==> config.mk <==
export PLATFORM = sky130hd
export DESIGN_NAME = pcre_chain_engine
export DESIGN_NICKNAME = d
export VERILOG_FILES = /design/src/rtl/pcre_engine_pkg.sv /design/src/rtl/pcre_nfa_cell.sv /design/src/rtl/pcre_chain_engine.sv
export SDC_FILE = /design/constraint.sdc
export NUM_CORES = 1
export LEC_CHECK = 0
export ABC_CLOCK_PERIOD_IN_PS = 4900
export CELL_PAD_IN_SITES_DETAIL_PLACEMENT = 0
export CELL_PAD_IN_SITES_GLOBAL_PLACEMENT = 2
export CORE_UTILIZATION = 18
export DETAILED_ROUTE_END_ITERATION = 7
export PLACE_DENSITY = 0.83
export SYNTH_ARGS = -nofsm -noshare
export SYNTH_HDL_FRONTEND = slang
export SYNTH_SLANG_ARGS = --single-unit
==> constraint.sdc <==
create_clock -name clk -period 4.9 [get_ports clk]
set_clock_uncertainty 0.15 [all_clocks]
set_input_delay 1.225 -clock clk [delete_from_list [all_inputs] [get_ports clk]]
set_output_delay 1.225 -clock clk [all_outputs]
set_load 0.01 [all_outputs]
==> src/rtl/pcre_engine_pkg.sv <==
// Shared definitions for the PCRE chain engines: default widths and
// elaboration-time parameter sanity helpers.
package pcre_engine_pkg;

    localparam int DEF_OFF_W = 16;
    localparam int DEF_CNT_W = 8;

    function automatic int cls_width(input int n_class);
        int w;
        w = 1;
        while ((2 ** w) < n_class) w++;
        return w;
    endfunction

    // Last position may not be a `*` position: a hit must consume a byte there.
    function automatic bit params_ok(input int n_states, input int n_class,
                                     input int cls_w, input logic [63:0] loop_mask);
        if (n_states < 2 || n_states > 64) return 1'b0;
        if (loop_mask[n_states-1]) return 1'b0;
        if ((2 ** cls_w) < n_class) return 1'b0;
        return 1'b1;
    endfunction

endpackage

==> src/rtl/pcre_nfa_cell.sv <==
// One position of the linear regex chain: a single active flop, optionally
// self-looping for `*` positions.
module pcre_nfa_cell (
    input  logic clk,
    input  logic sod,
    input  logic en,
    input  logic e,
    input  logic cls,
    input  logic loop,
    output logic a,
    output logic d
);

    logic a_q;

    always_comb begin
        d = cls & (e | (loop & a_q));
    end

    always_ff @(posedge clk) begin
        if (sod) begin
            a_q <= 1'b0;
        end else if (en) begin
            a_q <= d;
        end
    end

    assign a = a_q;

endmodule

==> src/rtl/pcre_chain_engine.sv <==
// Linear regex chain matcher over the decoded class bus, with sticky match,
// hit pulse, saturating hit count and first-hit offset capture.
module pcre_chain_engine
    import pcre_engine_pkg::*;
#(
    parameter int                        N_CLASS   = 128,
    parameter int                        CLS_W     = cls_width(N_CLASS),
    parameter int                        N_STATES  = 12,
    parameter logic [N_STATES*CLS_W-1:0] CLS_SEL   = '0,
    parameter logic [N_STATES-1:0]       LOOP_MASK = '0,
    parameter bit                        ANCHORED  = 1'b0,
    parameter int                        OFF_W     = DEF_OFF_W,
    parameter int                        CNT_W     = DEF_CNT_W
) (
    input  logic               clk,
    input  logic               sod,
    input  logic               en,
    input  logic [N_CLASS-1:0] cls_in,
    output logic               match,
    output logic               match_pulse,
    output logic [CNT_W-1:0]   match_cnt,
    output logic               first_valid,
    output logic [OFF_W-1:0]   first_off,
    output logic [OFF_W-1:0]   byte_off
);

    if (!params_ok(N_STATES, N_CLASS, CLS_W, 64'(LOOP_MASK))) begin : g_bad_params
        $error("pcre_chain_engine: bad N_STATES/LOOP_MASK/CLS_W combination");
    end

    logic [N_STATES-1:0] a_vec;
    logic [N_STATES-1:0] d_vec;
    logic [N_STATES-1:0] e_vec;
    logic                s_tok;
    logic                hit;

    logic               start_q, start_d;
    logic               match_q, match_d;
    logic               pulse_q, pulse_d;
    logic [CNT_W-1:0]   cnt_q, cnt_d;
    logic               first_valid_q, first_valid_d;
    logic [OFF_W-1:0]   first_off_q, first_off_d;
    logic [OFF_W-1:0]   byte_off_q, byte_off_d;

    assign s_tok = ANCHORED ? start_q : 1'b1;

    // Runs of `*` positions are bypassed recursively by chaining enables.
    always_comb begin
        e_vec    = '0;
        e_vec[0] = s_tok;
        for (int i = 1; i < N_STATES; i++) begin
            e_vec[i] = a_vec[i-1] | (LOOP_MASK[i-1] & e_vec[i-1]);
        end
    end

    for (genvar i = 0; i < N_STATES; i++) begin : g_cell
        pcre_nfa_cell u_cell (
            .clk  (clk),
            .sod  (sod),
            .en   (en),
            .e    (e_vec[i]),
            .cls  (cls_in[CLS_SEL[i*CLS_W +: CLS_W]]),
            .loop (LOOP_MASK[i]),
            .a    (a_vec[i]),
            .d    (d_vec[i])
        );
    end

    assign hit = en & d_vec[N_STATES-1];

    always_comb begin
        start_d       = start_q;
        match_d       = match_q;
        pulse_d       = hit;
        cnt_d         = cnt_q;
        first_valid_d = first_valid_q;
        first_off_d   = first_off_q;
        byte_off_d    = byte_off_q;
        if (en) begin
            start_d    = 1'b0;
            byte_off_d = (&byte_off_q) ? byte_off_q : byte_off_q + OFF_W'(1);
        end
        if (hit) begin
            match_d = 1'b1;
            cnt_d   = (&cnt_q) ? cnt_q : cnt_q + CNT_W'(1);
            if (!first_valid_q) begin
                first_valid_d = 1'b1;
                first_off_d   = byte_off_q;
            end
        end
    end

    always_ff @(posedge clk) begin
        if (sod) begin
            start_q       <= 1'b1;
            match_q       <= 1'b0;
            pulse_q       <= 1'b0;
            cnt_q         <= '0;
            first_valid_q <= 1'b0;
            first_off_q   <= '0;
            byte_off_q    <= '0;
        end else begin
            start_q       <= start_d;
            match_q       <= match_d;
            pulse_q       <= pulse_d;
            cnt_q         <= cnt_d;
            first_valid_q <= first_valid_d;
            first_off_q   <= first_off_d;
            byte_off_q    <= byte_off_d;
        end
    end

    assign match       = match_q;
    assign match_pulse = pulse_q;
    assign match_cnt   = cnt_q;
    assign first_valid = first_valid_q;
    assign first_off   = first_off_q;
    assign byte_off    = byte_off_q;

endmodule
# Word level (Yosys, flattened, before mapping)
# Index checks and enable logic that the tools add are counted.
# op_classes
bitwise_logic	15
n_addsub	2
n_reduce_logical	5
# op_table
cell	count
$add 16x1->16 const B	1
$reduce_and 16->1	1
$and 1x1->1	12
$add 8x1->8 const B	1
$reduce_and 8->1	1
$reduce_and 2->1	3
$not 1->1	3
# word_totals
input_bits	131
output_inout_bits	43
elab_cells	38
register_bits	53

# Logic depth before layout (Yosys ltp)
# Gate-level depths: netlist of run 1.
# logic_depth
depth_word	3
ltp_mapped	7
depth_no_buf	5

# By module
# Synthesis of run 1 repeated with hierarchy kept, for this count alone.
# unflattened
cells_unflattened	296
area_unflattened_um2	2526.2
# by_module_without_submodules
module	seq_area_each_um2	cells_each	n_inst	area_per_inst_um2
pcre_chain_engine	840.8	212	1	1820.5
pcre_nfa_cell	20.0	7	12	58.8

# Worst setup path before layout of run 1
# Ideal clock, no wire load.
# synth_path
path_kind	input to register
startpoint	input en
endpoint	register byte_off_q[9] (netlist: byte_off[9])
path_stages	6
arrival_ns	2.465
required_time_ns	4.629
path_buffers	2
setup_slack_ns	2.165
setup_time_ns	0.121
cell_sequence	buf_2 > nand3_2 > or2_2 > clkbuf_1 > nor3_1 > mux2_2
# synth_via
elab_chain_len	1
# synth_lines
element	line	source
from (decl)	pcre_chain_engine.sv:17	input logic en,
$reduce_and 2->1 (no source line)	-	
to (signal assigned)	pcre_chain_engine.sv:109	byte_off_q <= byte_off_d;
to (decl)	pcre_chain_engine.sv:43	logic [OFF_W-1:0] byte_off_q, byte_off_d;
# No other way between the ends.
# A chain may end at the register's enable or synchronous reset.

# Final worst setup path of run 1
# layout_path
startpoint	input en
endpoint	register byte_off_q[14] (netlist: byte_off[14])
# Same word-level chain as after synthesis.

==> results.py, run 1 <==
metrics = {
    "run_status": {
        "outcome": "finished, final reports clean",
    },
    "clock_network": {
        "cts-buffers-inserted": 5,
        "htree_levels": 2,
        "post_cts.repair.setup_buffers": 0,
        "clock_insertion_delay_worst_skew_ns": 0.29,
        "clock-root-buffer": "sky130_fd_sc_hd__clkbuf_16",
        "cts-root-to-sink-buffers": 2,
        "cts_tree": "yes",
        "path_clk_slew_ns": 0.07,
        "cts-hold-fix-buffers": 0,
        "post_cts.resized_instances": 0,
        "cts.sink_count": 53,
    },
    "drt": {
        "ant_nets": 0,
        "initialDrtViolationCount": 146,
        "wirelength_met1_um": 2770,
        "met3_wire_length_um": 317,
        "total_vias_in_the_final_route": 1981,
        "met2_length_um": 2560,
        "drt_pre_antenna_iters": 4,
        "drc": 0,
        "route.final.wire_length_um": 5720,
        "top_signal_layer_used": "met4",
        "detail_route.wl_per_cell_um": 12.8,
        "avgViaCountPerCell": 4.43,
    },
    "synth": {
        "sequential_to_total_area_share_from_yosys_stat_pct": 47.8,
        "synth_top_area_share_pct": 47.8,
        "ys.flop_type": "sky130_fd_sc_hd__dfxtp_1",
        "synth_cell_type_count": 40,
        "post_synth_most_frequent_cells": "sky130_fd_sc_hd__dfxtp_1, sky130_fd_sc_hd__nand2_1, sky130_fd_sc_hd__a21oi_1",
        "ys.warnings.count": 0,
        "largest_cells_by_area_after_synthesis": "sky130_fd_sc_hd__dfxtp_1, sky130_fd_sc_hd__a21oi_1, sky130_fd_sc_hd__nand2_1, sky130_fd_sc_hd__nand3_1, sky130_fd_sc_hd__nor2_1",
        "ys_seq_elements": 53,
        "nets_in_the_synthesized_netlist": 396,
        "synth_area_per_cell_um2": 8.43,
        "synthesis.instances": 263,
        "synth_most_common_cell": "sky130_fd_sc_hd__dfxtp_1",
        "mappedNetlistArea_mm2": 0.00222,
        "netlist.top_cell.by_area": "sky130_fd_sc_hd__dfxtp_1",
        "synth_enable_flop_cells": 0,
        "synth-async-reset-ratio_pct": 0,
    },
    "sta": {
        "grt_setup_unrepaired": "no",
        "finalCritPeriodShare_pct": 69.9,
        "worst_pin_slew_ns": 1.01,
        "finalWorstPathRequiredPeriod_ns": 3.42,
        "timing.fmax_mhz": 292,
        "setup_viol": 0,
        "finalHoldWorstSlack_ns": 0.304,
        "slew_viol_final": 0,
        "report.final.hold_viol_count": 0,
        "tns_ns": 0,
        "worst_slew_margin_rel_pct": 32.4,
    },
    "die": {
        "rows": 40,
        "die_area_mm2": 0.0128,
        "core-area_mm2": 0.0120,
        "initial_utilization_pct": 18.5,
        "die-width_um": 113,
        "die_y_extent_um": 113,
        "boundaryPins": 174,
    },
    "place": {
        "port_buffers": 46,
        "finalWeightedCongestion": 0.723,
        "dp_hpwl_um": 3830,
    },
    "power": {
        "power_frac_clock_pct": 43.3,
        "power.leakage_nw": 0.929,
        "power.switching_mw": 0.171,
        "intPower_mw": 0.643,
        "netSwitchingFraction_pct": 21.0,
        "power.share.combinational_pct": 3.1,
        "peakVddDrop_mv": 0.105,
        "power.share.sequential_pct": 53.6,
        "power_mw": 0.814,
        "power_per_cell_area_mw_per_mm2": 277,
    },
    "critical_path": {
        "setup.worst_path.class": "in -> reg",
        "path_cells": "clkdlybuf4s50_1 -> nand3_2 -> or4_4 -> or3_1 -> a21oi_1",
        "critical_path_arrival_ns": 3.49,
        "worstSetupStartpointType": "primary input",
        "worst_setup_path_end_kind": "register",
        "crit-reg2reg-launch": "byte_off[0]$_SDFFE_PP0P_",
        "crit_path_top_delay_cell": "sky130_fd_sc_hd__clkdlybuf4s50_1",
        "worstPathRequired_ns": 4.96,
        "timing.critical_path.from": "en",
        "critical_path_peak_fanout": 26,
        "critPathMaxStageDelay_ns": 0.97,
        "r2r.worst_path.cells": 5,
        "r2r-end": "byte_off[1]$_SDFFE_PP0P_",
        "regToRegSetupSlack_ns": 2.76,
        "worst_setup_path_endpoint": "byte_off[14]$_SDFFE_PP0P_",
    },
    "job": {
        "max-cap-violations": 0,
    },
    "global_routing": {
        "grt_first_pass_wirelength_um": 9390,
        "antenna_found_initial": 0,
        "largest_net_degree_at_the_start_of_global_routing": 55,
        "overflow": 0,
        "track_usage_pct": 9.34,
        "grt_pass1_vias": 1882,
    },
    "cells_and_area": {
        "nets": 433,
        "final_layout_size_suffix_gt1_share_pct": 5.33,
        "antenna_cells": 0,
        "area_growth_pct": 32.4,
    },
    "worst_hold_path": {
        "min_delay_src": "first_off[14]$_SDFFE_PP0P_",
        "worst_hold_path_type": "reg -> reg",
    },
}
[cell type report]
class	count	area, um2
fillers	1332	9070
multi-input cells	190	1070
flip-flops and latches	53	1060
repair buffers	47	463
well taps	147	184
clock buffers	7	143
inverters	3	11.3
[placed cells by master (no fill, tap or decap), drive strengths merged]
cell,count
nand2b,11
o31ai,1
a31oi,2
xor2,5
and4,1
nor3b,2
or2,2
or3,6
buf,2
or4,4
nand3,18
o21ai,9
nor3,6
o41ai,4
o2111ai,1
nand4,5
a21oi,36
ha,2
xnor2,1
nand2,38
clkdlybuf4s50,45
and3,3
a211oi,2
nor2b,1
o211ai,2
dfxtp,53
inv,3
nand3b,1
clkbuf,7
mux2i,4
mux2,1
nor2,19
nor4,3
[flip-flops by register name (all words and copies together) (netlist names)]
name             count
byte_off            16
first_off           16
g_cell.u_cell.a     11
match_cnt            8
first_valid          1
match_pulse          1
[worst min-delay path by stage]
stage                                           end  depth (start not counted)
floorplan           g_cell[5].u_cell.a$_SDFFE_PP0P_                          2
global placement          first_off[7]$_SDFFE_PP0P_                          2
detailed placement       first_off[14]$_SDFFE_PP0P_                          2
CTS                      first_off[14]$_SDFFE_PP0P_                          2
global route             first_off[12]$_SDFFE_PP0P_                          2
finish                   first_off[14]$_SDFFE_PP0P_                          2
[cells by family after synthesis]
family / count (synthesis) / share of synthesized area [%]
AO/OA/AOI/OAI: 57 / 14.7
XOR/XNOR: 6 / 2.37
adder cells (fa/ha/maj): 2 / 1.13
buffers and inverters: 20 / 3.72
flip-flops: 53 / 47.8
multiplexers: 5 / 2.31
AND/OR/NAND/NOR: 120 / 27.9
[per-layer routing]
layer | GRT usage [%] | up-vias
li1 | - | 999
met1 | 11.4 | 925
met2 | 15.5 | 49
met3 | 2.95 | 8
met4 | 3.16 | 0
met5 | 0 | -
[critical path, delay by kind of cell]
kind                   cells  cell delay [ns]
AO/OA/AOI/OAI              1             0.13
buffers and inverters      1             0.97
AND/OR/NAND/NOR            3             1.15
[stage by stage]
step,instances,instance area (um2),setup WS [ns],utilization [%]
2_1_floorplan,263,2220,2.16,-
3_3_place_gp,440,2790,1.22,23.3
3_5_place_dp,440,2790,1.19,23.3
4_1_cts,447,2940,1.49,24.4
5_1_grt,447,2940,1.32,24.4
6_report,447,2940,1.48,24.4
[power by group through the flow]
stage / Combinational (mW) / Clock [mW] / Sequential [mW]
global placement: 0.0250 / 0 / 0.446
finish: 0.0251 / 0.352 / 0.437
floorplan: 0.0161 / 0 / 0.446
global route: 0.0275 / 0.386 / 0.437
CTS: 0.0257 / 0.371 / 0.436
detailed placement: 0.0257 / 0 / 0.446
(Power assumes the default switching activity.)
==> run 2, diff against run 1 <==
ABC_CLOCK_PERIOD_IN_PS = 3300   (was 4900)
CORE_UTILIZATION = 16   (was 18)
PLACE_DENSITY = 0.74   (was 0.83)
clock period = 3.3 ns   (was 4.9 ns; I/O delays follow)
==> run 2 against run 1 <==
Setup slack got worse by 0.80 ns. Global-route usage decreased by 0.59 points. First-iteration DRC count decreased by 27%. Utilization decreased by 2.1 points. Critical endpoint unchanged. Largest power group unchanged.
==> results.py, run 2 (synthesis results as in run 1) <==
metrics = {
    "global_routing": {
        "largest_net_degree_at_the_start_of_global_routing": 39,
        "grt_first_pass_wirelength_um": 9770,
        "track_usage_pct": 8.75,
        "overflow": 0,
        "grt_pass1_vias": 1876,
        "antenna_found_initial": 0,
    },
    "clock_network": {
        "htree_levels": 2,
        "post_cts.resized_instances": 0,
        "cts-hold-fix-buffers": 0,
        "cts-root-to-sink-buffers": 2,
        "clock-root-buffer": "sky130_fd_sc_hd__clkbuf_16",
        "path_clk_slew_ns": 0.07,
        "cts.sink_count": 53,
        "post_cts.repair.setup_buffers": 0,
        "cts-buffers-inserted": 5,
        "clock_insertion_delay_worst_skew_ns": 0.29,
        "cts_tree": "yes",
    },
    "power": {
        "power.leakage_nw": 0.943,
        "power_per_cell_area_mw_per_mm2": 406,
        "power_mw": 1.22,
        "peakVddDrop_mv": 0.172,
    },
    "sta": {
        "finalWorstPathRequiredPeriod_ns": 2.62,
        "setup_viol": 0,
        "worst_slew_margin_rel_pct": 49.5,
        "slew_viol_final": 0,
        "grt_setup_unrepaired": "no",
        "finalHoldWorstSlack_ns": 0.306,
        "tns_ns": 0,
        "finalCritPeriodShare_pct": 79.4,
        "timing.fmax_mhz": 381,
        "worst_pin_slew_ns": 0.758,
        "report.final.hold_viol_count": 0,
    },
    "critical_path": {
        "setup.worst_path.class": "in -> reg",
        "critical_path_arrival_ns": 2.69,
        "critical_path_peak_fanout": 7,
        "worst_setup_path_end_kind": "register",
        "critPathMaxStageDelay_ns": 0.63,
        "path_cells": "clkdlybuf4s50_1 -> nand3_2 -> or4_4 -> or3_1 -> a21oi_1",
        "worstSetupStartpointType": "primary input",
        "crit_path_top_delay_cell": "sky130_fd_sc_hd__clkdlybuf4s50_1",
        "worstPathRequired_ns": 3.37,
    },
    "cells_and_area": {
        "fin_util_pct": 22.4,
        "multi_input_logic_area_mm2": 0.00107,
        "antenna_cells": 0,
        "final_layout_size_suffix_gt1_share_pct": 6.27,
        "filler_cell_count": 1486,
        "most-common-layout-cells": "sky130_fd_sc_hd__dfxtp_1, sky130_fd_sc_hd__clkdlybuf4s50_1, sky130_fd_sc_hd__nand2_1, sky130_fd_sc_hd__a21oi_1, sky130_fd_sc_hd__nor2_1",
        "seqCellArea_mm2": 0.00106,
        "nets": 436,
        "area_growth_pct": 35.0,
        "mostFrequentLayoutCell": "sky130_fd_sc_hd__dfxtp_1",
        "instances_no_fill": 479,
    },
    "die": {
        "initial_utilization_pct": 16.6,
        "die-width_um": 120,
        "rows": 42,
        "boundaryPins": 174,
        "die_area_mm2": 0.0143,
        "die_y_extent_um": 120,
        "core-area_mm2": 0.0134,
    },
    "place": {
        "port_buffers": 46,
        "dp_hpwl_um": 4060,
        "placed_cells": 472,
        "finalWeightedCongestion": 0.677,
    },
    "drt": {
        "met2_length_um": 2700,
        "avgViaCountPerCell": 4.18,
        "total_vias_in_the_final_route": 2002,
        "top_signal_layer_used": "met4",
        "ant_nets": 0,
        "met3_wire_length_um": 407,
        "wirelength_met1_um": 2760,
        "drt_pre_antenna_iters": 4,
        "detail_route.wl_per_cell_um": 12.4,
        "route.final.wire_length_um": 5930,
        "initialDrtViolationCount": 107,
        "drc": 0,
    },
    "job": {
        "max-cap-violations": 0,
    },
    "worst_hold_path": {
        "worst_hold_path_type": "reg -> reg",
    },
    "run_status": {
        "outcome": "finished, final reports clean",
    },
}
run 2: changes by cell type in the layout (fill, tap and decap cells not counted), sizes merged:
cell / change
buf: +3
run 2: worst max-delay path: cells and delay by family:
family                 cells  cell delay, ns
AO/OA/AOI/OAI              1            0.15
buffers and inverters      1            0.63
AND/OR/NAND/NOR            3            1.09
run 2: report_power, final:
part	total (mW)	internal (mW)	switching (mW)	leakage (nW)
logic	0.0398	0.0158	0.0239	0.446
clock network	0.529	0.299	0.231	0.0700
registers	0.648	0.643	0.00499	0.427
run 2: cell type report:
type                       instances  area share, %
multi-input combinational        190           35.9
inverter                           3          0.376
sequential                        53           35.4
tap                              176           7.35
clock buffer                       7           4.76
timing repair buffer              50           16.2
run 2: path summary, 6_finish.rpt:
kind	start	endpoint	slack, ns	cells past startpoint
worst max-delay path	en	byte_off[14]$_SDFFE_PP0P_	0.68	5
worst min-delay path	first_off[5]$_SDFFE_PP0P_	first_off[5]$_SDFFE_PP0P_	0.31	2
worst max register to register	byte_off[5]$_SDFFE_PP0P_	byte_off[1]$_SDFFE_PP0P_	1.22	4
worst min register to register	first_off[5]$_SDFFE_PP0P_	first_off[5]$_SDFFE_PP0P_	0.31	2
run 2: per-layer routing:
layer | GRT usage (%) | vias to the layer above
li1 | - | 1002
met1 | 11.0 | 947
met2 | 14.0 | 46
met3 | 2.99 | 7
met4 | 2.81 | 0
met5 | 0 | -
run 2: per-stage QoR:
stage | setup slack [ns] | cell area [um2]
3_3_place_gp | 0.379 | 2850
3_5_place_dp | 0.372 | 2850
4_1_cts | 0.680 | 3000
6_report | 0.678 | 3000
5_1_grt | 0.578 | 3000
2_1_floorplan | 0.965 | 2220
==> run 3, diff against run 2 <==
ABC_CLOCK_PERIOD_IN_PS = 2210   (was 3300)
CORE_UTILIZATION = 15   (was 16)
PLACE_DENSITY = 0.73   (was 0.74)
clock period = 2.21 ns   (was 3.3 ns; I/O delays follow)
==> run 3 against run 2 <==
Count of clock-buffer cells in the layout down 2. Combinational power up 89%. Design area up 7.1%. Critical path depth unchanged. Register-to-register slack worse by 0.98 ns. Largest cell class unchanged. Utilization down 0.20 points. Wire length up 1.9%.
==> results.py, run 3 (synthesis results as in run 1) <==
metrics = {
    "clock_network": {
        "post_cts.repair.setup_buffers": 0,
        "cts-hold-fix-buffers": 0,
        "clock_insertion_delay_worst_skew_ns": 0.29,
        "post_cts.resized_instances": 0,
        "clock-root-buffer": "sky130_fd_sc_hd__clkbuf_16",
        "cts.sink_count": 53,
        "path_clk_slew_ns": 0.07,
        "cts-root-to-sink-buffers": 2,
        "cts-buffers-inserted": 5,
        "htree_levels": 2,
        "cts_tree": "yes",
    },
    "die": {
        "boundaryPins": 174,
        "core-area_mm2": 0.0145,
        "initial_utilization_pct": 15.3,
        "die_y_extent_um": 124,
        "rows": 44,
        "die-width_um": 124,
        "die_area_mm2": 0.0153,
    },
    "drt": {
        "initialDrtViolationCount": 87,
        "total_vias_in_the_final_route": 2062,
        "route.final.wire_length_um": 6040,
        "avgViaCountPerCell": 4.07,
        "drt_pre_antenna_iters": 4,
        "drc": 0,
        "detail_route.wl_per_cell_um": 11.9,
        "ant_nets": 0,
    },
    "sta": {
        "report.final.hold_viol_count": 0,
        "finalHoldWorstSlack_ns": 0.304,
        "setup_viol": 0,
        "worst_slew_margin_rel_pct": 71.7,
        "finalCritPeriodShare_pct": 98.1,
        "slew_viol_final": 0,
        "finalWorstPathRequiredPeriod_ns": 2.17,
        "timing.fmax_mhz": 461,
        "worst_pin_slew_ns": 0.424,
        "grt_setup_unrepaired": "no",
    },
    "place": {
        "finalWeightedCongestion": 0.713,
        "placement.cell_area_mm2": 0.00304,
        "placed_cells": 500,
        "port_buffers": 46,
        "dp_hpwl_um": 4370,
    },
    "critical_path": {
        "critical_path_arrival_ns": 2.24,
        "critical_path_peak_fanout": 5,
        "critPathMaxStageDelay_ns": 0.59,
        "worstSetupStartpointType": "primary input",
        "worstPathRequired_ns": 2.28,
        "crit_path_top_delay_cell": "sky130_fd_sc_hd__or4_4",
        "setup.worst_path.class": "in -> reg",
        "path_cells": "clkdlybuf4s50_1 -> nand3_2 -> or4_4 -> or3_1 -> a21oi_1",
        "r2r.worst_path.cells": 4,
        "worst_setup_path_end_kind": "register",
    },
    "power": {
        "peakVddDrop_mv": 0.265,
        "power_per_cell_area_mw_per_mm2": 594,
        "power_mw": 1.91,
        "power.leakage_nw": 1.06,
    },
    "cells_and_area": {
        "area_growth_pct": 44.6,
        "final_layout_size_suffix_gt1_share_pct": 12.7,
        "postLayoutCellArea_mm2": 0.00321,
        "most-common-layout-cells": "sky130_fd_sc_hd__dfxtp_1, sky130_fd_sc_hd__clkdlybuf4s50_1, sky130_fd_sc_hd__nand2_1, sky130_fd_sc_hd__a21oi_1, sky130_fd_sc_hd__buf_4",
        "fin_util_pct": 22.2,
        "mostFrequentLayoutCell": "sky130_fd_sc_hd__dfxtp_1",
        "nets": 456,
        "antenna_cells": 0,
        "instances_no_fill": 507,
    },
    "global_routing": {
        "largest_net_degree_at_the_start_of_global_routing": 36,
        "grt_pass1_vias": 1986,
        "overflow": 0,
        "grt_first_pass_wirelength_um": 10200,
        "antenna_found_initial": 1,
        "track_usage_pct": 8.75,
    },
    "job": {
        "max-cap-violations": 0,
    },
    "run_status": {
        "outcome": "finished, final reports clean",
    },
    "worst_hold_path": {
        "worst_hold_path_type": "reg -> reg",
        "holdPathStages": 2,
    },
}
-- run 3: cell types whose count changed in the layout (fill, tap and decap cells not counted), sizes merged --
cell,change
buf,+20
bufinv,+1
clkbuf,-2
clkinv,+1
-- run 3: per-layer routing --
metal	track usage, %	up-vias	part of all wire, %
li1	-	1045	-
met1	11.4	954	49
met2	13.1	52	42
met3	3.21	9	6.7
met4	3.16	2	1.4
met5	0	-	0.22
-- run 3: final timing paths --
path	start	endpoint	slack, ns
hold reg to reg	first_off[7]$_SDFFE_PP0P_	first_off[7]$_SDFFE_PP0P_	0.30
hold / removal	first_off[7]$_SDFFE_PP0P_	first_off[7]$_SDFFE_PP0P_	0.30
setup / recovery	en	byte_off[14]$_SDFFE_PP0P_	0.04
setup reg to reg	byte_off[8]$_SDFFE_PP0P_	byte_off[14]$_SDFFE_PP0P_	0.24
-- run 3: per-stage QoR --
| stage | setup TNS, ns | worst slack, ns |
|---|---|---|
| floorplan | 0 | 0.147 |
| global placement | -3.88 | -0.218 |
| detailed placement | -4.41 | -0.240 |
| CTS | 0 | 0.0425 |
| global route | 0 | 0.00351 |
| finish | 0 | 0.0411 |
-- run 3: area by class of cell --
cell class,instances,area [um2]
Fill cell,1578,11300
Multi-Input combinational cell,190,1080
Sequential cell,53,1060
Timing Repair Buffer,70,664
Tap cell,184,230
Clock buffer,5,125
Clock inverter,2,35.0
Inverter,3,11.3
-- run 3: report_power, final --
part | total [mW] | internal, mW | switching, mW
sequential | 0.963 | 0.960 | 0.00338
clock | 0.868 | 0.526 | 0.341
combinational | 0.0752 | 0.0333 | 0.0419
-- run 3: worst max-delay path, delay by kind of cell --
kind                   cells  cell delay, ns
AND/OR/NAND/NOR            3            1.04
AO/OA/AOI/OAI              1            0.14
buffers and inverters      1            0.51
